<file path="src/rtl/seq_alu.sv">
// Multi-cycle ALU: logic/arith ops finish in 1 cycle, MULTU/DIVU iterate for WIDTH cycles.
// Latency 1 or WIDTH+1 cycles to done; starts arriving while busy are dropped.
module seq_alu #(
    parameter int WIDTH = 32
) (
    input  logic             clk,
    input  logic             rst_n,
    input  logic             start,
    input  logic [3:0]       ALUctl,
    input  logic [WIDTH-1:0] a,
    input  logic [WIDTH-1:0] b,
    output logic             busy,
    output logic             done,
    output logic [WIDTH-1:0] result,
    output logic [WIDTH-1:0] hi,
    output logic             zero,
    output logic             overflow,
    output logic             div_by_zero
);

    localparam int CW = (WIDTH > 2) ? $clog2(WIDTH) : 1;

    typedef enum logic [1:0] {
        S_IDLE,
        S_MUL,
        S_DIV,
        S_DONE
    } state_t;

    state_t             r_state;
    logic [CW-1:0]      r_cnt;
    logic [WIDTH-1:0]   r_a;
    logic [WIDTH-1:0]   r_b;
    logic [2*WIDTH-1:0] r_p;
    logic [WIDTH-1:0]   r_result;
    logic [WIDTH-1:0]   r_hi;
    logic               r_ovf;
    logic               r_dbz;
    logic               r_busy;
    logic               r_done;

    logic [WIDTH-1:0]   w_sum;
    logic [WIDTH-1:0]   w_diff;
    logic               w_ovf_add;
    logic               w_ovf_sub;
    logic [WIDTH-1:0]   w_res;
    logic               w_ovf;

    assign w_sum     = a + b;
    assign w_diff    = a - b;
    assign w_ovf_add = (a[WIDTH-1] == b[WIDTH-1]) && (w_sum[WIDTH-1] != a[WIDTH-1]);
    assign w_ovf_sub = (a[WIDTH-1] != b[WIDTH-1]) && (w_diff[WIDTH-1] != a[WIDTH-1]);

    always_comb begin
        w_res = '0;
        w_ovf = 1'b0;
        case (ALUctl)
            4'b0000: w_res = a & b;
            4'b0001: w_res = a | b;
            4'b0010: begin
                w_res = w_sum;
                w_ovf = w_ovf_add;
            end
            4'b0110: begin
                w_res = w_diff;
                w_ovf = w_ovf_sub;
            end
            // Sign of a-b corrected by its overflow gives a true signed compare.
            4'b0111: w_res = {{(WIDTH-1){1'b0}}, w_diff[WIDTH-1] ^ w_ovf_sub};
            4'b1100: w_res = ~(a | b);
            default: begin
                w_res = '0;
                w_ovf = 1'b0;
            end
        endcase
    end

    // Shift-add step: r_p holds {partial product, remaining multiplier bits}.
    logic [WIDTH:0]     w_mul_acc;
    logic [2*WIDTH-1:0] w_mul_next;

    assign w_mul_acc  = {1'b0, r_p[2*WIDTH-1:WIDTH]} + (r_p[0] ? {1'b0, r_a} : {(WIDTH+1){1'b0}});
    assign w_mul_next = {w_mul_acc, r_p[WIDTH-1:1]};

    // Restoring step: r_p holds {partial remainder, dividend/quotient shift register}.
    logic [WIDTH:0]     w_div_shift;
    logic [WIDTH:0]     w_div_trial;
    logic               w_div_ge;
    logic [2*WIDTH-1:0] w_div_next;

    assign w_div_shift = {r_p[2*WIDTH-1:WIDTH], r_p[WIDTH-1]};
    assign w_div_trial = w_div_shift - {1'b0, r_b};
    assign w_div_ge    = ~w_div_trial[WIDTH];
    assign w_div_next  = {(w_div_ge ? w_div_trial[WIDTH-1:0] : w_div_shift[WIDTH-1:0]),
                          r_p[WIDTH-2:0], w_div_ge};

    always_ff @(posedge clk or negedge rst_n) begin
        if (!rst_n) begin
            r_state  <= S_IDLE;
            r_cnt    <= '0;
            r_a      <= '0;
            r_b      <= '0;
            r_p      <= '0;
            r_result <= '0;
            r_hi     <= '0;
            r_ovf    <= 1'b0;
            r_dbz    <= 1'b0;
            r_busy   <= 1'b0;
            r_done   <= 1'b0;
        end else begin
            case (r_state)
                S_IDLE, S_DONE: begin
                    if (start) begin
                        r_a   <= a;
                        r_b   <= b;
                        r_cnt <= '0;
                        case (ALUctl)
                            4'b1000: begin
                                r_state <= S_MUL;
                                r_p     <= {{WIDTH{1'b0}}, b};
                                r_busy  <= 1'b1;
                                r_done  <= 1'b0;
                            end
                            4'b1001: begin
                                r_state <= S_DIV;
                                r_p     <= {{WIDTH{1'b0}}, a};
                                r_busy  <= 1'b1;
                                r_done  <= 1'b0;
                            end
                            default: begin
                                r_state  <= S_DONE;
                                r_result <= w_res;
                                r_hi     <= '0;
                                r_ovf    <= w_ovf;
                                r_dbz    <= 1'b0;
                                r_busy   <= 1'b0;
                                r_done   <= 1'b1;
                            end
                        endcase
                    end else begin
                        r_state <= S_IDLE;
                        r_done  <= 1'b0;
                    end
                end
                S_MUL: begin
                    r_p   <= w_mul_next;
                    r_cnt <= r_cnt + 1'b1;
                    if (r_cnt == CW'(WIDTH-1)) begin
                        r_state  <= S_DONE;
                        r_result <= w_mul_next[WIDTH-1:0];
                        r_hi     <= w_mul_next[2*WIDTH-1:WIDTH];
                        r_ovf    <= 1'b0;
                        r_dbz    <= 1'b0;
                        r_busy   <= 1'b0;
                        r_done   <= 1'b1;
                    end
                end
                S_DIV: begin
                    r_p   <= w_div_next;
                    r_cnt <= r_cnt + 1'b1;
                    // A zero divisor needs no special path: every trial succeeds,
                    // giving an all-ones quotient and the dividend as remainder.
                    if (r_cnt == CW'(WIDTH-1)) begin
                        r_state  <= S_DONE;
                        r_result <= w_div_next[WIDTH-1:0];
                        r_hi     <= w_div_next[2*WIDTH-1:WIDTH];
                        r_ovf    <= 1'b0;
                        r_dbz    <= (r_b == '0);
                        r_busy   <= 1'b0;
                        r_done   <= 1'b1;
                    end
                end
                default: begin
                    r_state <= S_IDLE;
                    r_busy  <= 1'b0;
                    r_done  <= 1'b0;
                end
            endcase
        end
    end

    assign busy        = r_busy;
    assign done        = r_done;
    assign result      = r_result;
    assign hi          = r_hi;
    assign zero        = (r_result == '0);
    assign overflow    = r_ovf;
    assign div_by_zero = r_dbz;

endmodule
</file>
<file path="config.mk">
export PLATFORM = sky130hd
export DESIGN_NAME = seq_alu
export DESIGN_NICKNAME = d
export VERILOG_FILES = /design/src/rtl/seq_alu.sv
export SDC_FILE = /design/constraint.sdc
export NUM_CORES = 1
export LEC_CHECK = 0
export BUFFER_PORTS_ARGS = -buffer_cell sky130_fd_sc_hd__buf_2
export CAP_MARGIN = 20
export CELL_PAD_IN_SITES_DETAIL_PLACEMENT = 1
export CELL_PAD_IN_SITES_GLOBAL_PLACEMENT = 2
export CORE_MARGIN = 5
export CORE_UTILIZATION = 37
export CTS_BUF_LIST = sky130_fd_sc_hd__clkbuf_4 sky130_fd_sc_hd__clkbuf_8 sky130_fd_sc_hd__clkbuf_16
export DETAILED_ROUTE_END_ITERATION = 7
export PLACE_DENSITY = 0.88
export SETUP_SLACK_MARGIN = 0.5
export SLEW_MARGIN = 20
export SYNTH_ARGS = -nofsm -noshare
export SYNTH_HDL_FRONTEND = slang
export SYNTH_SLANG_ARGS = --single-unit
export TNS_END_PERCENT = 30
</file>
<file path="constraint.sdc">
create_clock -name clk -period 4.1 [get_ports clk]
set_clock_uncertainty 0.1 [all_clocks]
set_input_delay 0.41 -clock clk [delete_from_list [all_inputs] [get_ports clk]]
set_output_delay 0.41 -clock clk [all_outputs]
set_load 0.02 [all_outputs]
</file>
==> metrics.txt <==
Comb pwr share=62.0%; ANT nets after route=0; Yosys warning count=0; RR Startpoint=r_p[0]$_DFFE_PN0P_; mean post-synth cell area=approximately 8.0 um2; top cells by count, synth=o21ai_0, a21oi_1, nand2_1; post-DP HPWL=between 50 and 60 mm; Pint=around 0.0076 W; final worst-path cycle share=between 90% and 100%; number of flops mapped to enable cells by yosys=0; setup violators final=0; placed inst area=20000 um2; Die Width=between 200 and 250 um; hold crit path type=in2reg; vias in the first global route=19000; clk buf depth=3; Critical Path Start Type=primary input; FF-to-FF End=hi[22]$_DFFE_PN0P_; Worst Setup Slack, final=around 0.12 ns; RSZ-0062 raised after global routing=true; status=finished clean; Slew @ Worst Pin=1.16 ns; crit path DAT=between 4 and 5 ns; initial antenna violation count=8; fmax=between 200 and 300 MHz; cells after synthesis=about 2200; fin nets=2721; Placement Setup Slack=-0.667 ns; P per Cell Area=~730 nW/um2; worst vdd ir=roughly 0.00047 V; Crit path required time=between 4 and 5 ns; LEAKAGE=10.1 nW; dominant synthesized flop cell=dfrtp_1; Setup crit end kind=flip-flop; synth top area cells=dfrtp_1, ha_1, o21ai_0, a21oi_1, nand2_1; Vias per Instance=~5.9; share of cells above drive strength 1=19.6%; die area=between 50000 and 60000 um2; max-slew violations=0; clock sink count=203; minimum clock period after layout=around 4 ns; Pwr Total=approximately 0.016 W; part of the Yosys area used for sequential elements=around 29%; core footprint=about 47000 um2; min-delay src=b[28]; GR Overflow Total=0; DR iter-0 viols=~1300; starting density of the core=around 38%; Final Hold Viols=0; io pins=140; crit-path max FO=2; total CTS buffers=25; Yosys top cell area share=between 20% and 30%; H-tree depth=1; Die H=between 200 and 250 um; number of storage elements in the synthesis netlist=203; largest net degree at the start of global routing=about 110; Worst-path clk slew=0.06 ns; hold path cells=3; clock root cell=clkbuf_16; Net Sw Power=between 0.007 and 0.008 W; total global-route track usage=between 20% and 30%; via count=around 18000; first-pass GRT wire length=115 mm; Setup TNS=0 ns; DR WL/cell=~24 um; switch share=51.1%; Mapped Nets=2454; Clock Latency Late Sink=0.54 ns; drt drc=0; relative slew slack=a little under a quarter; DRT Wirelength=between 70 and 80 mm; synth unique cells=between 90 and 100; Clk network pwr share=14.0%; Final Cell Area=between 20000 and 25000 um2; Worst R2R Setup Slack=between 0.5 and 0.6 ns; Placer Congestion=~0.95; WHS Endpoint=r_p[28]$_DFFE_PN0P_; 1st-pass router iterations=5; reg2reg path depth=14; Layout Area Growth over Synthesis=21.0%; most common cell in the netlist=o21ai_0; top cell type by total area after synthesis=dfrtp_1; Sequential Power Share=24.0%; FFs w/ async S/R, synth=between 90% and 100%; final core utilization=45.5%; critical path class=in2reg; synthesized area=17600 um2; row cnt=79; number of max-cap violations=0; I/O Buffers=between 100 and 150; CTS tree=built
## cells by family (layout without fill, tap and decap cells)
kind of cell	Yosys count	count (layout)	synth area share, %
AOI/OAI and AO/OA	816	816	29.7
xor gates and xnor gates	88	88	4.49
adders and majority gates	176	176	12.7
buffers and inverters	273	557	7.01
DFF	203	203	28.9
muxes	18	18	1.04
other	0	1	0
and+or+nand+nor	633	633	16.2
## how the worst max path moves through the flow
stage / start / endpoint / slack, ns / depth (start not counted)
3_3_place_gp: a[1] / overflow$_DFFE_PN0P_ / -0.48 / 19
6_report: a[1] / overflow$_DFFE_PN0P_ / 0.12 / 19
5_1_grt: a[1] / overflow$_DFFE_PN0P_ / 0.01 / 19
4_1_cts: a[1] / overflow$_DFFE_PN0P_ / 0.06 / 19
3_5_place_dp: a[1] / overflow$_DFFE_PN0P_ / -0.67 / 19
2_1_floorplan: b[1] / overflow$_DFFE_PN0P_ / 0.04 / 18
## metrics by stage
| step | hold slack (ns) | std cells |
|---|---|---|
| after floorplan | 0.0144 | 2207 |
| after global placement | 0.347 | 3034 |
| after detailed placement | 0.358 | 3034 |
| after CTS | 0.0866 | 3090 |
| after global routing | 0.109 | 3098 |
| final | 0.110 | 3099 |
## power by group through the flow
stage	sequential (W)	clock (W)	combinational (W)
2_1_floorplan	0.00364	0	0.00581
3_3_place_gp	0.00368	0	0.00872
3_5_place_dp	0.00372	0	0.00897
4_1_cts	0.00370	0.00221	0.00930
5_1_grt	0.00381	0.00230	0.0104
6_report	0.00373	0.00217	0.00961
## per-layer routing
layer | share of wire (%) | global-route usage (%) | vias to the layer above
met5 | 0.016 | 0 | -
met4 | 2.6 | 7.11 | 2
met3 | 5.4 | 2.65 | 97
met2 | 47 | 46.1 | 541
met1 | 45 | 38.7 | 9208
li1 | - | - | 8428
## critical path: stages
cell	delay, ns
buf_6	0.08
clkinvlp_4	0.10
ha_4	0.26
o21bai_4	0.16
o211ai_1	0.17
a311o_2	0.41
o311ai_4	0.33
nand3_2	0.18
and2_4	0.18
o41ai_4	0.28
a21oi_2	0.11
o21bai_1	0.20
a221oi_2	0.10
fa_2	0.46
nor2_4	0.13
a2111oi_4	0.09
nor2b_1	0.15
or3_1	0.37
a211oi_2	0.15
## layout by cell type (no fill, tap or decap), types with 17 or more instances in the layout
cell type and n:
nand3_1 26, a31oi_1 17, clkbuf_16 25, nor3_1 27, o21bai_1 18, buf_2 136
buf_4 213, inv_1 148, o21ai_0 238, and2_1 41, nand2_1 219, a221oi_1 20
a21oi_1 221, nor4_1 17, nand4_1 20, a21o_1 36, nor2_1 208, a22oi_1 62
xor2_1 27, xnor2_1 59, ha_1 162, dfrtp_1 202, o211ai_1 27
## registers in the layout, indices dropped and copies added, names as in the netlist, 2 cells and up
signal,cells
hi,32
r_a,32
r_b,32
r_cnt,5
r_p,64
r_state,2
result,32
## final cells by class
cell class / instances / area [um2]
Antenna cell: 1 / 2.50
Sequential cell: 203 / 5080
Inverter: 151 / 574
Timing Repair Buffer: 362 / 2500
Clock buffer: 32 / 703
Tap cell: 607 / 759
Clock inverter: 12 / 75.1
Multi-Input combinational cell: 1731 / 11600
Fill cell: 5752 / 25500
## repair_timing
| action | in CTS | in global routing |
|---|---|---|
| setup buffers | 10 | 8 |
| pin swaps | 14 | 19 |
| endpoints found under the hold margin | 103 | 0 |
| hold buffers | 1 | 0 |
| cloned | 1 | 0 |
| gates resized for setup | 22 | 31 |
| setup endpoints to repair | 43 | 49 |
(Power assumes the default switching activity.)
